### src/rtl/rvv_backend_retire_wb_if.sv
// ---------------------------------------------------------------------------
// rvv_backend_retire_wb_if
// Purpose : bundles the retire-stage buses: the ROB-to-retire lanes, the
//           registered VRF write port, the scalar result queue head, the
//           vxsat pulse and the trap-done handshake.
// Ports   : rd_*            ROB -> retire lanes (valid, fields) and ready back
//           rt2vrf_wr_*     registered VRF writes, one per lane
//           rt2xrf_*        scalar result FIFO head with valid/ready
//           rt2vcsr_vxsat_valid  one-cycle vxsat set pulse
//           trap_done_*     trap drain complete handshake
// The ROB2RT record is carried as per-field lane arrays (lane 0 = LSB slot).
// Encodings: rd_w_type 0 = VRF, 1 = XRF;
//            rd_vd_type per byte 0 = NOT_CHANGE, 1 = TAIL,
//            2 = BODY_INACTIVE, 3 = BODY_ACTIVE.
// Modports: master = ROB / scalar core side, slave = retire stage.
// ---------------------------------------------------------------------------
interface rvv_backend_retire_wb_if #(
    parameter int NUM_RT_UOP = 4,
    parameter int VLENB      = 16,
    parameter int XLEN       = 32
);
    logic [NUM_RT_UOP-1:0]                   rd_valid_rob2rt;
    logic [NUM_RT_UOP-1:0]                   rd_w_valid;
    logic [NUM_RT_UOP-1:0][4:0]              rd_w_index;
    logic [NUM_RT_UOP-1:0][VLENB*8-1:0]      rd_w_data;
    logic [NUM_RT_UOP-1:0]                   rd_w_type;
    logic [NUM_RT_UOP-1:0][VLENB-1:0][1:0]   rd_vd_type;
    logic [NUM_RT_UOP-1:0]                   rd_trap_flag;
    logic [NUM_RT_UOP-1:0]                   rd_vxsat;
    logic [NUM_RT_UOP-1:0]                   rd_ignore_vta;
    logic [NUM_RT_UOP-1:0]                   rd_ignore_vma;
    logic [NUM_RT_UOP-1:0]                   rd_ready_rt2rob;

    logic [NUM_RT_UOP-1:0]                   rt2vrf_wr_valid;
    logic [NUM_RT_UOP-1:0][4:0]              rt2vrf_wr_index;
    logic [NUM_RT_UOP-1:0][VLENB*8-1:0]      rt2vrf_wr_data;
    logic [NUM_RT_UOP-1:0][VLENB-1:0]        rt2vrf_wr_strobe;

    logic                                    rt2xrf_valid;
    logic [4:0]                              rt2xrf_index;
    logic [XLEN-1:0]                         rt2xrf_data;
    logic                                    rt2xrf_ready;

    logic                                    rt2vcsr_vxsat_valid;
    logic                                    trap_done_rvv2rvs;
    logic                                    trap_done_ready;

    modport master (
        output rd_valid_rob2rt, rd_w_valid, rd_w_index, rd_w_data, rd_w_type,
               rd_vd_type, rd_trap_flag, rd_vxsat, rd_ignore_vta, rd_ignore_vma,
               rt2xrf_ready, trap_done_ready,
        input  rd_ready_rt2rob, rt2vrf_wr_valid, rt2vrf_wr_index, rt2vrf_wr_data,
               rt2vrf_wr_strobe, rt2xrf_valid, rt2xrf_index, rt2xrf_data,
               rt2vcsr_vxsat_valid, trap_done_rvv2rvs
    );

    modport slave (
        input  rd_valid_rob2rt, rd_w_valid, rd_w_index, rd_w_data, rd_w_type,
               rd_vd_type, rd_trap_flag, rd_vxsat, rd_ignore_vta, rd_ignore_vma,
               rt2xrf_ready, trap_done_ready,
        output rd_ready_rt2rob, rt2vrf_wr_valid, rt2vrf_wr_index, rt2vrf_wr_data,
               rt2vrf_wr_strobe, rt2xrf_valid, rt2xrf_index, rt2xrf_data,
               rt2vcsr_vxsat_valid, trap_done_rvv2rvs
    );
endinterface

### src/rtl/rvv_backend_retire_wb.sv
// ---------------------------------------------------------------------------
// rvv_backend_retire_wb
// Purpose : retire/writeback stage behind the ROB. Accepts up to NUM_RT_UOP
//           in-order uops per cycle, issues registered byte-strobed VRF
//           writes, queues scalar results for the scalar core, pulses vxsat
//           and runs the trap drain / acknowledge handshake.
// Ports   : clk, rst_n (async, active-low)
//           bus          rvv_backend_retire_wb_if.slave (all lane/result buses)
//           o_retire_cnt accepted-lane counter, only with RETIRE_PERF_CNT_EN
// Config  : define RETIRE_PERF_CNT_EN to add the retire performance counter.
// ---------------------------------------------------------------------------
module rvv_backend_retire_wb #(
    parameter int NUM_RT_UOP = 4,
    parameter int VLENB      = 16,
    parameter int XLEN       = 32,
    parameter int XQ_DEPTH   = 2
) (
    input  logic                     clk,
    input  logic                     rst_n,
    rvv_backend_retire_wb_if.slave   bus
`ifdef RETIRE_PERF_CNT_EN
    ,
    output logic [31:0]              o_retire_cnt
`endif
);
    localparam int PTR_W = (XQ_DEPTH > 1) ? $clog2(XQ_DEPTH) : 1;

    localparam logic       W_TYPE_XRF       = 1'b1;
    localparam logic [1:0] VD_TAIL          = 2'd1;
    localparam logic [1:0] VD_BODY_INACTIVE = 2'd2;
    localparam logic [1:0] VD_BODY_ACTIVE   = 2'd3;

    typedef enum logic [1:0] {RUN, TRAP_DRAIN, TRAP_ACK} state_t;

    state_t                              r_state;
    logic                                r_trap_done;
    logic [XQ_DEPTH-1:0][4:0]            r_xq_idx;
    logic [XQ_DEPTH-1:0][XLEN-1:0]       r_xq_data;
    logic [PTR_W-1:0]                    r_wptr;
    logic [PTR_W-1:0]                    r_rptr;
    logic [PTR_W:0]                      r_xq_cnt;
    logic [NUM_RT_UOP-1:0]               r_wr_valid;
    logic [NUM_RT_UOP-1:0][4:0]          r_wr_index;
    logic [NUM_RT_UOP-1:0][VLENB*8-1:0]  r_wr_data;
    logic [NUM_RT_UOP-1:0][VLENB-1:0]    r_wr_strobe;
    logic                                r_vxsat;

    logic [7:0]                          w_free;
    logic [7:0]                          w_cum;
    logic                                w_chain;
    logic [NUM_RT_UOP-1:0]               w_vrf_cand;
    logic [NUM_RT_UOP-1:0]               w_xrf_cand;
    logic [NUM_RT_UOP-1:0]               w_ready;
    logic [NUM_RT_UOP-1:0]               w_accept;
    logic [NUM_RT_UOP-1:0]               w_vrf_wr;
    logic [NUM_RT_UOP-1:0]               w_xrf_push;
    logic [NUM_RT_UOP-1:0][PTR_W-1:0]    w_slot;
    logic [PTR_W-1:0]                    w_wptr_nxt;
    logic [PTR_W:0]                      w_push_cnt;
    logic [NUM_RT_UOP-1:0][VLENB-1:0]    w_strobe_raw;
    logic [NUM_RT_UOP-1:0][VLENB-1:0]    w_strobe;
    logic                                w_trap_hit;
    logic                                w_vxsat_hit;
    logic                                w_pop;

    // Lane acceptance: the ready chain stops after a trap lane and wherever
    // the cumulative scalar pushes would exceed the slots free at cycle start.
    // Trap uops write nothing, so they never consume a credit.
    always_comb begin
        w_free  = 8'(XQ_DEPTH) - 8'(r_xq_cnt);
        w_cum   = '0;
        w_chain = (r_state == RUN);
        for (int i = 0; i < NUM_RT_UOP; i++) begin
            w_vrf_cand[i] = bus.rd_valid_rob2rt[i] & bus.rd_w_valid[i] &
                            (bus.rd_w_type[i] != W_TYPE_XRF) & ~bus.rd_trap_flag[i];
            w_xrf_cand[i] = bus.rd_valid_rob2rt[i] & bus.rd_w_valid[i] &
                            (bus.rd_w_type[i] == W_TYPE_XRF) & ~bus.rd_trap_flag[i];
            w_cum         = w_cum + 8'(w_xrf_cand[i]);
            w_ready[i]    = w_chain & (w_cum <= w_free);
            w_chain       = w_ready[i] & ~(bus.rd_valid_rob2rt[i] & bus.rd_trap_flag[i]);
        end
        w_accept    = bus.rd_valid_rob2rt & w_ready;
        w_vrf_wr    = w_accept & w_vrf_cand;
        w_xrf_push  = w_accept & w_xrf_cand;
        w_trap_hit  = |(w_accept & bus.rd_trap_flag);
        w_vxsat_hit = |(w_accept & bus.rd_w_valid & bus.rd_vxsat & ~bus.rd_trap_flag);
        w_pop       = (r_xq_cnt != '0) & bus.rt2xrf_ready;
    end

    // Scalar pushes are packed into consecutive FIFO slots in lane order.
    always_comb begin
        w_wptr_nxt = r_wptr;
        w_push_cnt = '0;
        for (int i = 0; i < NUM_RT_UOP; i++) begin
            w_slot[i] = w_wptr_nxt;
            if (w_xrf_push[i]) begin
                w_wptr_nxt = w_wptr_nxt + PTR_W'(1);
                w_push_cnt = w_push_cnt + (PTR_W+1)'(1);
            end
        end
    end

    // Byte strobes from the per-byte body/tail classification, then the
    // same-cycle WAW merge: a younger lane to the same register owns every
    // byte it writes, so those bytes are removed from all older lanes.
    always_comb begin
        for (int i = 0; i < NUM_RT_UOP; i++) begin
            for (int b = 0; b < VLENB; b++) begin
                case (bus.rd_vd_type[i][b])
                    VD_BODY_ACTIVE:   w_strobe_raw[i][b] = 1'b1;
                    VD_BODY_INACTIVE: w_strobe_raw[i][b] = bus.rd_ignore_vma[i];
                    VD_TAIL:          w_strobe_raw[i][b] = bus.rd_ignore_vta[i];
                    default:          w_strobe_raw[i][b] = 1'b0;
                endcase
            end
        end
        w_strobe = w_strobe_raw;
        for (int i = 0; i < NUM_RT_UOP; i++) begin
            for (int j = i + 1; j < NUM_RT_UOP; j++) begin
                if (w_vrf_wr[i] && w_vrf_wr[j] &&
                    (bus.rd_w_index[i] == bus.rd_w_index[j])) begin
                    w_strobe[i] = w_strobe[i] & ~w_strobe_raw[j];
                end
            end
        end
    end

    // Trap FSM: drain the scalar queue, then hold trap_done until acknowledged.
    always_ff @(posedge clk or negedge rst_n) begin
        if (!rst_n) begin
            r_state     <= RUN;
            r_trap_done <= 1'b0;
        end else begin
            case (r_state)
                RUN: begin
                    if (w_trap_hit) r_state <= TRAP_DRAIN;
                end
                TRAP_DRAIN: begin
                    if (r_xq_cnt == '0) begin
                        r_state     <= TRAP_ACK;
                        r_trap_done <= 1'b1;
                    end
                end
                TRAP_ACK: begin
                    if (bus.trap_done_ready) begin
                        r_state     <= RUN;
                        r_trap_done <= 1'b0;
                    end
                end
                default: begin
                    r_state     <= RUN;
                    r_trap_done <= 1'b0;
                end
            endcase
        end
    end

    // Scalar result FIFO; credits guarantee no push overflows a full queue.
    always_ff @(posedge clk or negedge rst_n) begin
        if (!rst_n) begin
            r_xq_idx  <= '0;
            r_xq_data <= '0;
            r_wptr    <= '0;
            r_rptr    <= '0;
            r_xq_cnt  <= '0;
        end else begin
            for (int i = 0; i < NUM_RT_UOP; i++) begin
                if (w_xrf_push[i]) begin
                    r_xq_idx[w_slot[i]]  <= bus.rd_w_index[i];
                    r_xq_data[w_slot[i]] <= bus.rd_w_data[i][XLEN-1:0];
                end
            end
            r_wptr   <= w_wptr_nxt;
            r_rptr   <= r_rptr + PTR_W'(w_pop);
            r_xq_cnt <= r_xq_cnt + w_push_cnt - (PTR_W+1)'(w_pop);
        end
    end

    // VRF write port and vxsat pulse, both one cycle behind acceptance.
    always_ff @(posedge clk or negedge rst_n) begin
        if (!rst_n) begin
            r_wr_valid  <= '0;
            r_wr_index  <= '0;
            r_wr_data   <= '0;
            r_wr_strobe <= '0;
            r_vxsat     <= 1'b0;
        end else begin
            for (int i = 0; i < NUM_RT_UOP; i++) begin
                r_wr_valid[i] <= w_vrf_wr[i];
                if (w_vrf_wr[i]) begin
                    r_wr_index[i]  <= bus.rd_w_index[i];
                    r_wr_data[i]   <= bus.rd_w_data[i];
                    r_wr_strobe[i] <= w_strobe[i];
                end
            end
            r_vxsat <= w_vxsat_hit;
        end
    end

`ifdef RETIRE_PERF_CNT_EN
    // Counts every accepted lane, trap uops included; wraps naturally.
    logic [31:0] r_retire_cnt;
    always_ff @(posedge clk or negedge rst_n) begin
        if (!rst_n) r_retire_cnt <= '0;
        else        r_retire_cnt <= r_retire_cnt + 32'($countones(w_accept));
    end
    assign o_retire_cnt = r_retire_cnt;
`endif

    // Ready is forced low while reset is held so every output reads 0.
    assign bus.rd_ready_rt2rob     = w_ready & {NUM_RT_UOP{rst_n}};
    assign bus.rt2vrf_wr_valid     = r_wr_valid;
    assign bus.rt2vrf_wr_index     = r_wr_index;
    assign bus.rt2vrf_wr_data      = r_wr_data;
    assign bus.rt2vrf_wr_strobe    = r_wr_strobe;
    assign bus.rt2xrf_valid        = (r_xq_cnt != '0);
    assign bus.rt2xrf_index        = r_xq_idx[r_rptr];
    assign bus.rt2xrf_data         = r_xq_data[r_rptr];
    assign bus.rt2vcsr_vxsat_valid = r_vxsat;
    assign bus.trap_done_rvv2rvs   = r_trap_done;
endmodule

### src/flat_wrapper.sv
// flat-port wrapper written by rule: the top's interface ports become plain ports
module rvv_backend_retire_wb_flat 
#(
    parameter int NUM_RT_UOP = 4,
    parameter int VLENB      = 16,
    parameter int XLEN       = 32,
    parameter int XQ_DEPTH   = 2
)
  (clk, rst_n, bus_rd_valid_rob2rt, bus_rd_w_valid, bus_rd_w_index, bus_rd_w_data, bus_rd_w_type, bus_rd_vd_type, bus_rd_trap_flag, bus_rd_vxsat, bus_rd_ignore_vta, bus_rd_ignore_vma, bus_rt2xrf_ready, bus_trap_done_ready, bus_rd_ready_rt2rob, bus_rt2vrf_wr_valid, bus_rt2vrf_wr_index, bus_rt2vrf_wr_data, bus_rt2vrf_wr_strobe, bus_rt2xrf_valid, bus_rt2xrf_index, bus_rt2xrf_data, bus_rt2vcsr_vxsat_valid, bus_trap_done_rvv2rvs);
  rvv_backend_retire_wb_if #(.NUM_RT_UOP(NUM_RT_UOP), .VLENB(VLENB), .XLEN(XLEN)) bus_i ();
  input  logic clk;
  input  logic rst_n;
  input wire logic [$bits(bus_i.rd_valid_rob2rt)-1:0] bus_rd_valid_rob2rt;
  input wire logic [$bits(bus_i.rd_w_valid)-1:0] bus_rd_w_valid;
  input wire logic [$bits(bus_i.rd_w_index)-1:0] bus_rd_w_index;
  input wire logic [$bits(bus_i.rd_w_data)-1:0] bus_rd_w_data;
  input wire logic [$bits(bus_i.rd_w_type)-1:0] bus_rd_w_type;
  input wire logic [$bits(bus_i.rd_vd_type)-1:0] bus_rd_vd_type;
  input wire logic [$bits(bus_i.rd_trap_flag)-1:0] bus_rd_trap_flag;
  input wire logic [$bits(bus_i.rd_vxsat)-1:0] bus_rd_vxsat;
  input wire logic [$bits(bus_i.rd_ignore_vta)-1:0] bus_rd_ignore_vta;
  input wire logic [$bits(bus_i.rd_ignore_vma)-1:0] bus_rd_ignore_vma;
  input wire logic [$bits(bus_i.rt2xrf_ready)-1:0] bus_rt2xrf_ready;
  input wire logic [$bits(bus_i.trap_done_ready)-1:0] bus_trap_done_ready;
  output wire logic [$bits(bus_i.rd_ready_rt2rob)-1:0] bus_rd_ready_rt2rob;
  output wire logic [$bits(bus_i.rt2vrf_wr_valid)-1:0] bus_rt2vrf_wr_valid;
  output wire logic [$bits(bus_i.rt2vrf_wr_index)-1:0] bus_rt2vrf_wr_index;
  output wire logic [$bits(bus_i.rt2vrf_wr_data)-1:0] bus_rt2vrf_wr_data;
  output wire logic [$bits(bus_i.rt2vrf_wr_strobe)-1:0] bus_rt2vrf_wr_strobe;
  output wire logic [$bits(bus_i.rt2xrf_valid)-1:0] bus_rt2xrf_valid;
  output wire logic [$bits(bus_i.rt2xrf_index)-1:0] bus_rt2xrf_index;
  output wire logic [$bits(bus_i.rt2xrf_data)-1:0] bus_rt2xrf_data;
  output wire logic [$bits(bus_i.rt2vcsr_vxsat_valid)-1:0] bus_rt2vcsr_vxsat_valid;
  output wire logic [$bits(bus_i.trap_done_rvv2rvs)-1:0] bus_trap_done_rvv2rvs;
  assign bus_i.rd_valid_rob2rt = bus_rd_valid_rob2rt;
  assign bus_i.rd_w_valid = bus_rd_w_valid;
  assign bus_i.rd_w_index = bus_rd_w_index;
  assign bus_i.rd_w_data = bus_rd_w_data;
  assign bus_i.rd_w_type = bus_rd_w_type;
  assign bus_i.rd_vd_type = bus_rd_vd_type;
  assign bus_i.rd_trap_flag = bus_rd_trap_flag;
  assign bus_i.rd_vxsat = bus_rd_vxsat;
  assign bus_i.rd_ignore_vta = bus_rd_ignore_vta;
  assign bus_i.rd_ignore_vma = bus_rd_ignore_vma;
  assign bus_i.rt2xrf_ready = bus_rt2xrf_ready;
  assign bus_i.trap_done_ready = bus_trap_done_ready;
  assign bus_rd_ready_rt2rob = bus_i.rd_ready_rt2rob;
  assign bus_rt2vrf_wr_valid = bus_i.rt2vrf_wr_valid;
  assign bus_rt2vrf_wr_index = bus_i.rt2vrf_wr_index;
  assign bus_rt2vrf_wr_data = bus_i.rt2vrf_wr_data;
  assign bus_rt2vrf_wr_strobe = bus_i.rt2vrf_wr_strobe;
  assign bus_rt2xrf_valid = bus_i.rt2xrf_valid;
  assign bus_rt2xrf_index = bus_i.rt2xrf_index;
  assign bus_rt2xrf_data = bus_i.rt2xrf_data;
  assign bus_rt2vcsr_vxsat_valid = bus_i.rt2vcsr_vxsat_valid;
  assign bus_trap_done_rvv2rvs = bus_i.trap_done_rvv2rvs;
  rvv_backend_retire_wb #(.NUM_RT_UOP(NUM_RT_UOP), .VLENB(VLENB), .XLEN(XLEN), .XQ_DEPTH(XQ_DEPTH)) u_core (.clk(clk), .rst_n(rst_n), .bus(bus_i));
endmodule
### config.mk
export PLATFORM = sky130hd
export DESIGN_NAME = rvv_backend_retire_wb_flat
export DESIGN_NICKNAME = d
export VERILOG_FILES = /design/src/rtl/rvv_backend_retire_wb_if.sv /design/src/rtl/rvv_backend_retire_wb.sv /design/src/flat_wrapper.sv
export SDC_FILE = /design/constraint.sdc
export NUM_CORES = 2
export LEC_CHECK = 0
export ABC_AREA = 1
export BUFFER_PORTS_ARGS = -buffer_cell sky130_fd_sc_hd__clkbuf_2
export CAP_MARGIN = 20
export CORE_AREA = 2 2 526 528
export CTS_BUF_LIST = sky130_fd_sc_hd__clkbuf_4
export DETAILED_ROUTE_END_ITERATION = 8
export DIE_AREA = 0 0 528 530
export PLACE_DENSITY = 0.4
export SLEW_MARGIN = 20
export SYNTH_ARGS = -nofsm -noshare
export SYNTH_HDL_FRONTEND = slang
export SYNTH_SLANG_ARGS = --single-unit
### constraint.sdc
create_clock -name clk -period 3.5 [get_ports clk]
set_clock_uncertainty 0.15 [all_clocks]
set_input_delay 0.175 -clock clk [delete_from_list [all_inputs] [get_ports clk]]
set_output_delay 0.175 -clock clk [all_outputs]
set_load 0.03 [all_outputs]
==> flow_summary.yaml, run 1 <==
outcome:
  result_of_the_run: "did not finish"
  flow.stopped_at: "clock tree synthesis (4_1_cts)"
  toolErrorMsg: "[ERROR RSZ-0060] Max buffer count reached."
synthesis:
  synth-edff-count: 0
  seq_area_frac_synth_pct: 54.1
  synthesis.nets: 4833
  ys_async_sr_fraction_pct: 100
  post_synthesis_instance_area_um2: 31600
  synth.lib_cells_used.distinct: 36
  synth_top_flop_cell: "sky130_fd_sc_hd__dfrtp_1"
  synth_largest_area_cell: "sky130_fd_sc_hd__dfrtp_1"
  count_of_yosys_warnings_during_synthesis: 0
  dominant_cell_by_count_in_the_synthesized_netlist: "sky130_fd_sc_hd__nand2_1"
  synthesis.instances: 4122
  synth_top_area_share_pct: 54.1
  yosys-top-cells-count: "2,336 x sky130_fd_sc_hd__nand2_1, 682 x sky130_fd_sc_hd__dfrtp_1, 238 x sky130_fd_sc_hd__o21ai_0, 174 x sky130_fd_sc_hd__inv_1, 119 x sky130_fd_sc_hd__clkbuf_1"
  post_synth.cell_area_avg_um2: 7.65
  synth.top_cells.by_area: "sky130_fd_sc_hd__dfrtp_1 54%, sky130_fd_sc_hd__nand2_1 28%, sky130_fd_sc_hd__o21ai_0 3.8%, sky130_fd_sc_hd__inv_1 2.1%, sky130_fd_sc_hd__nand3_1 1.9%"
  synth_seq_cells: 682
clock_tree:
  cts_num_sinks: 682
  cts_buffers: 218
  post_cts_resize_count: 27
  clk_root_buffer_cell: "sky130_fd_sc_hd__clkbuf_4"
  cts_setup_buffers: 9
  ctsLongestPathBuffers: 4
  cts_hold_buffers: 1872
  clock_tree.htree_level_count: 4
place:
  placement.setup.worst_slack_ps: -658
  place.gp.congestion: 0.886
  portBuffers: 1335
  dp_hpwl_um: 200000
die:
  starting_density_of_the_core_pct: 11.5
  fp-row-count: 193
  die_x_um: 528
  chipHeight_um: 530
  design.portCount: 1336
## stage by stage
stage | TNS (ps) | util, % | cell area (um^2) | cells | hold slack (ps)
floorplan | -57.4 | - | 31600 | 4122 | -271
global placement | -125440 | 15.9 | 43600 | 8987 | 65.1
detailed placement | -111510 | 15.9 | 43600 | 8987 | 52.0
## logic make-up after synthesis
family | synth area share, %
AO/OA/AOI/OAI | 6.17
XOR/XNOR | 0.777
adder cells (fa/ha/maj) | 0.801
buffers and inverters | 5.66
flip-flops | 54.1
AND/OR/NAND/NOR | 32.5
==> inputs of run 2 (changes only) <==
--- a/config.mk
+++ b/config.mk
@@ -8,11 +8,10 @@
 export ABC_AREA = 1
 export BUFFER_PORTS_ARGS = -buffer_cell sky130_fd_sc_hd__clkbuf_2
 export CAP_MARGIN = 20
-export CORE_AREA = 2 2 526 528
-export CTS_BUF_LIST = sky130_fd_sc_hd__clkbuf_4
+export CORE_AREA = 2 2 525 527
 export DETAILED_ROUTE_END_ITERATION = 8
-export DIE_AREA = 0 0 528 530
-export PLACE_DENSITY = 0.4
+export DIE_AREA = 0 0 527 529
+export PLACE_DENSITY_LB_ADDON = 0.15
 export SLEW_MARGIN = 20
 export SYNTH_ARGS = -nofsm -noshare
 export SYNTH_HDL_FRONTEND = slang
==> run 2 against run 1 <==
The flow now finishes, with violations (negative hold slack). Area after synthesis is the same. Synthesized cell count is the same.
==> flow_summary.yaml, run 2 <==
global_routing:
  grtUsageTotal_pct: 16.0
  vias_in_the_first_global_route: 37800
  grt_pass1_wl_um: 313000
  grt_max_degree: 121
  grt.overflow.total: 0
  antenna_found_initial: 63
synthesis:
  count_of_yosys_warnings_during_synthesis: 0
  ys_async_sr_fraction_pct: 100
  synthesis.nets: 4833
  synth-edff-count: 0
  synth_top_area_share_pct: 54.1
  synth_largest_area_cell: "sky130_fd_sc_hd__dfrtp_1"
  post_synthesis_instance_area_um2: 31600
  synth_seq_cells: 682
  synth.lib_cells_used.distinct: 36
  synth.top_cells.by_area: "sky130_fd_sc_hd__dfrtp_1 54%, sky130_fd_sc_hd__nand2_1 28%, sky130_fd_sc_hd__o21ai_0 3.8%, sky130_fd_sc_hd__inv_1 2.1%, sky130_fd_sc_hd__nand3_1 1.9%"
  dominant_cell_by_count_in_the_synthesized_netlist: "sky130_fd_sc_hd__nand2_1"
  yosys-top-cells-count: "2,336 x sky130_fd_sc_hd__nand2_1, 682 x sky130_fd_sc_hd__dfrtp_1, 238 x sky130_fd_sc_hd__o21ai_0, 174 x sky130_fd_sc_hd__inv_1, 119 x sky130_fd_sc_hd__clkbuf_1"
  synthesis.instances: 4122
  post_synth.cell_area_avg_um2: 7.65
  seq_area_frac_synth_pct: 54.1
  synth_top_flop_cell: "sky130_fd_sc_hd__dfrtp_1"
die:
  design.portCount: 1336
  die_x_um: 527
  core-area_um2: 273000
  starting_density_of_the_core_pct: 11.6
  fp-row-count: 192
  chipHeight_um: 529
  fp.dieArea_um2: 279000
critical_path:
  kind_of_launch_point_of_the_worst_setup_path: "primary input"
  worst_r2r_endpoint: "u_core.bus.rt2vrf_wr_strobe[10]"
  crit_required_ps: 3930
  critPathCapture: "u_core.bus.rt2vrf_wr_data[448]"
  worst_ep_arrival_time_ps: 3760
  crit_path_kind: "primary input to register"
  setup.worst_path.end_class: "register"
  regToRegStartpoint: "u_core.r_xq_cnt[1]"
  r2r_worst_path_depth: 13
  worstSetupStartpoint: "bus_rd_trap_flag[2]"
  timing.critical_path.fanout_max: 7
  timing.reg2reg.setup_slack_ps: 180
sta:
  layout_setup_ws_ps: 168
  grt_setup_unrepaired: "no"
  period_minus_slack_ps: 3330
  achievable-frequency_ghz: 0.300
  finalHoldViolations: 1
  final.period_utilization_pct: 95.2
  slew_violations: 0
  tightest_slew_ps: 1090
  slew_headroom_pct: 27.1
  final-setup-viol-count: 0
  setup_total_negative_slack_ps: 0
  hold_ws_ps: -54.4
routing:
  detailed_router_s_first_iteration_violation_count: 1960
  via_per_inst: 3.60
  route.antenna.remaining_nets: 0
  detailedRoute.firstPassIterationCount: 5
  route.vias.total: 36200
  routed_wire_length_per_instance_um: 22.9
  drt-total-wl_um: 230000
  post-route-drc-count: 0
finish:
  syn2layout_area_growth_pct: 77.4
  layout_commonest_cell: "sky130_fd_sc_hd__nand2_1"
  post_layout_net_count: 7089
  nFillCells: 30900
  share_of_layout_cells_above_drive_strength_1_pct: 27.1
  postLayoutCellArea_um2: 56000
  largest_register_ff_count: 512
  instances_no_fill: 10100
  top_library_cells_by_usage_in_the_layout_fill_and_taps_aside: "2,330 x sky130_fd_sc_hd__nand2_1, 1,333 x sky130_fd_sc_hd__clkbuf_2, 862 x sky130_fd_sc_hd__dlygate4sd3_1"
worst_hold_path:
  timing.hold.worst.class: "primary input to register"
clock_tree:
  cts_tree: "yes"
  ctsLongestPathBuffers: 3
  path_clk_slew_ps: 60
  clk_root_buffer_cell: "sky130_fd_sc_hd__clkbuf_16"
  cts_buffers: 98
  clock_latency_ps: 730
  clock_tree.htree_level_count: 3
  cts_num_sinks: 682
pwr:
  powerDensity_nw_per_um2: 765
  p_leak_nw: 29.6
  vdd.ir_drop.worst_mv: 0.350
place:
  dp_hpwl_um: 179000
  placement_cell_area_um2: 43800
  place.gp.congestion: 0.792
  instance_count_after_placement_with_tap_cells_included: 8990
  placement.setup.worst_slack_ps: -487
  portBuffers: 1335
outcome:
  result_of_the_run: "complete, but fails checks"
  violations: "negative hold slack"
flow_run:
  cap_violations: 0
==> run 2: cell counts after synthesis <==
No cell type changed its count.
==> run 2: stage by stage <==
step / power (mW) / util [%]
2_1_floorplan: 23.5 / -
3_3_place_gp: 32.0 / 16.1
3_5_place_dp: 32.0 / 16.1
4_1_cts: 43.7 / 20.4
5_1_grt: 45.7 / 20.5
6_report: 42.8 / 20.5
==> run 2: worst min-delay path by stage <==
stage | from | to | slack, ps | cells after the start
6_report | bus_rd_vd_type[100] | u_core.bus.rt2vrf_wr_strobe[50] | -50 | 5
5_1_grt | bus_rd_w_data[243] | u_core.bus.rt2vrf_wr_data[243] | 30 | 4
4_1_cts | bus_rd_w_data[114] | u_core.bus.rt2vrf_wr_data[114] | 0.3 | 4
3_5_place_dp | rst_n | u_core.bus.rt2vrf_wr_data[23] | 40 | 1
3_3_place_gp | rst_n | u_core.bus.rt2vrf_wr_data[23] | 40 | 1
2_1_floorplan | rst_n | u_core.bus.rt2vcsr_vxsat_valid | -270 | 0
==> run 2: critical path, cell delays in order <==
cell                            delay [ps]
sky130_fd_sc_hd__clkbuf_2               90
sky130_fd_sc_hd__inv_1                  90
sky130_fd_sc_hd__nand3_4               100
sky130_fd_sc_hd__nor2_4                130
sky130_fd_sc_hd__inv_2                  50
sky130_fd_sc_hd__fa_1                  500
sky130_fd_sc_hd__inv_1                  80
sky130_fd_sc_hd__ha_4                  160
sky130_fd_sc_hd__fa_1                  430
sky130_fd_sc_hd__ha_1                  300
sky130_fd_sc_hd__nand2_1                60
sky130_fd_sc_hd__inv_1                  40
sky130_fd_sc_hd__a21oi_1               170
sky130_fd_sc_hd__a21oi_2                80
sky130_fd_sc_hd__nand2_2                90
sky130_fd_sc_hd__buf_4                 140
sky130_fd_sc_hd__inv_4                  50
sky130_fd_sc_hd__nand2_8                90
sky130_fd_sc_hd__clkinv_16              80
sky130_fd_sc_hd__buf_12                140
sky130_fd_sc_hd__nand2_1                60
sky130_fd_sc_hd__dlygate4sd3_1         560
sky130_fd_sc_hd__nand2_1                60
==> run 2: repair_timing <==
action | in CTS | in global routing
hold buffers | 864 | 0
gates resized for setup | 2 | 24
setup endpoints to repair | 2 | 52
hold endpoints to repair | 1356 | 0
pin swaps | 1 | 4
cloned | 0 | 2
setup buffers | 1 | 11
==> run 2: area by class of cell <==
cell class | count | area (um^2) | area share (%)
antenna | 26 | 65.1 | 0.116
multi-input combinational | 3019 | 12900 | 23.0
clock inverter | 36 | 445 | 0.796
inverter | 187 | 748 | 1.34
sequential | 682 | 17100 | 30.5
tap | 3589 | 4490 | 8.02
timing repair buffer | 2390 | 17500 | 31.3
clock buffer | 138 | 2760 | 4.94
==> run 2: report_power, final <==
group          switching [mW]  total, mW  internal, mW
clock                    4.38       10.3          5.95
sequential               1.86       12.9          11.1
combinational            14.1       19.6          5.45
==> run 2: routing by layer <==
layer	up-vias	GRT usage, %	routed length (um)
met2	1307	27.4	111000
li1	17200	-	-
met4	22	4.19	6290
met5	-	0	133
met3	238	6.13	21400
met1	17400	18.4	92000
==> run 2: cell families (layout without fill, tap and decap cells) <==
kind of cell | after synthesis | in the layout | synth area share [%]
buffers and inverters | 421 | 2751 | 5.66
other | 0 | 26 | 0
DFF | 682 | 682 | 54.1
xor gates and xnor gates | 28 | 28 | 0.777
adders and majority gates | 19 | 19 | 0.801
and+or+nand+nor | 2617 | 2617 | 32.5
AOI/OAI and AO/OA | 355 | 355 | 6.17
Note: power is estimated with default switching activity, not from simulation.
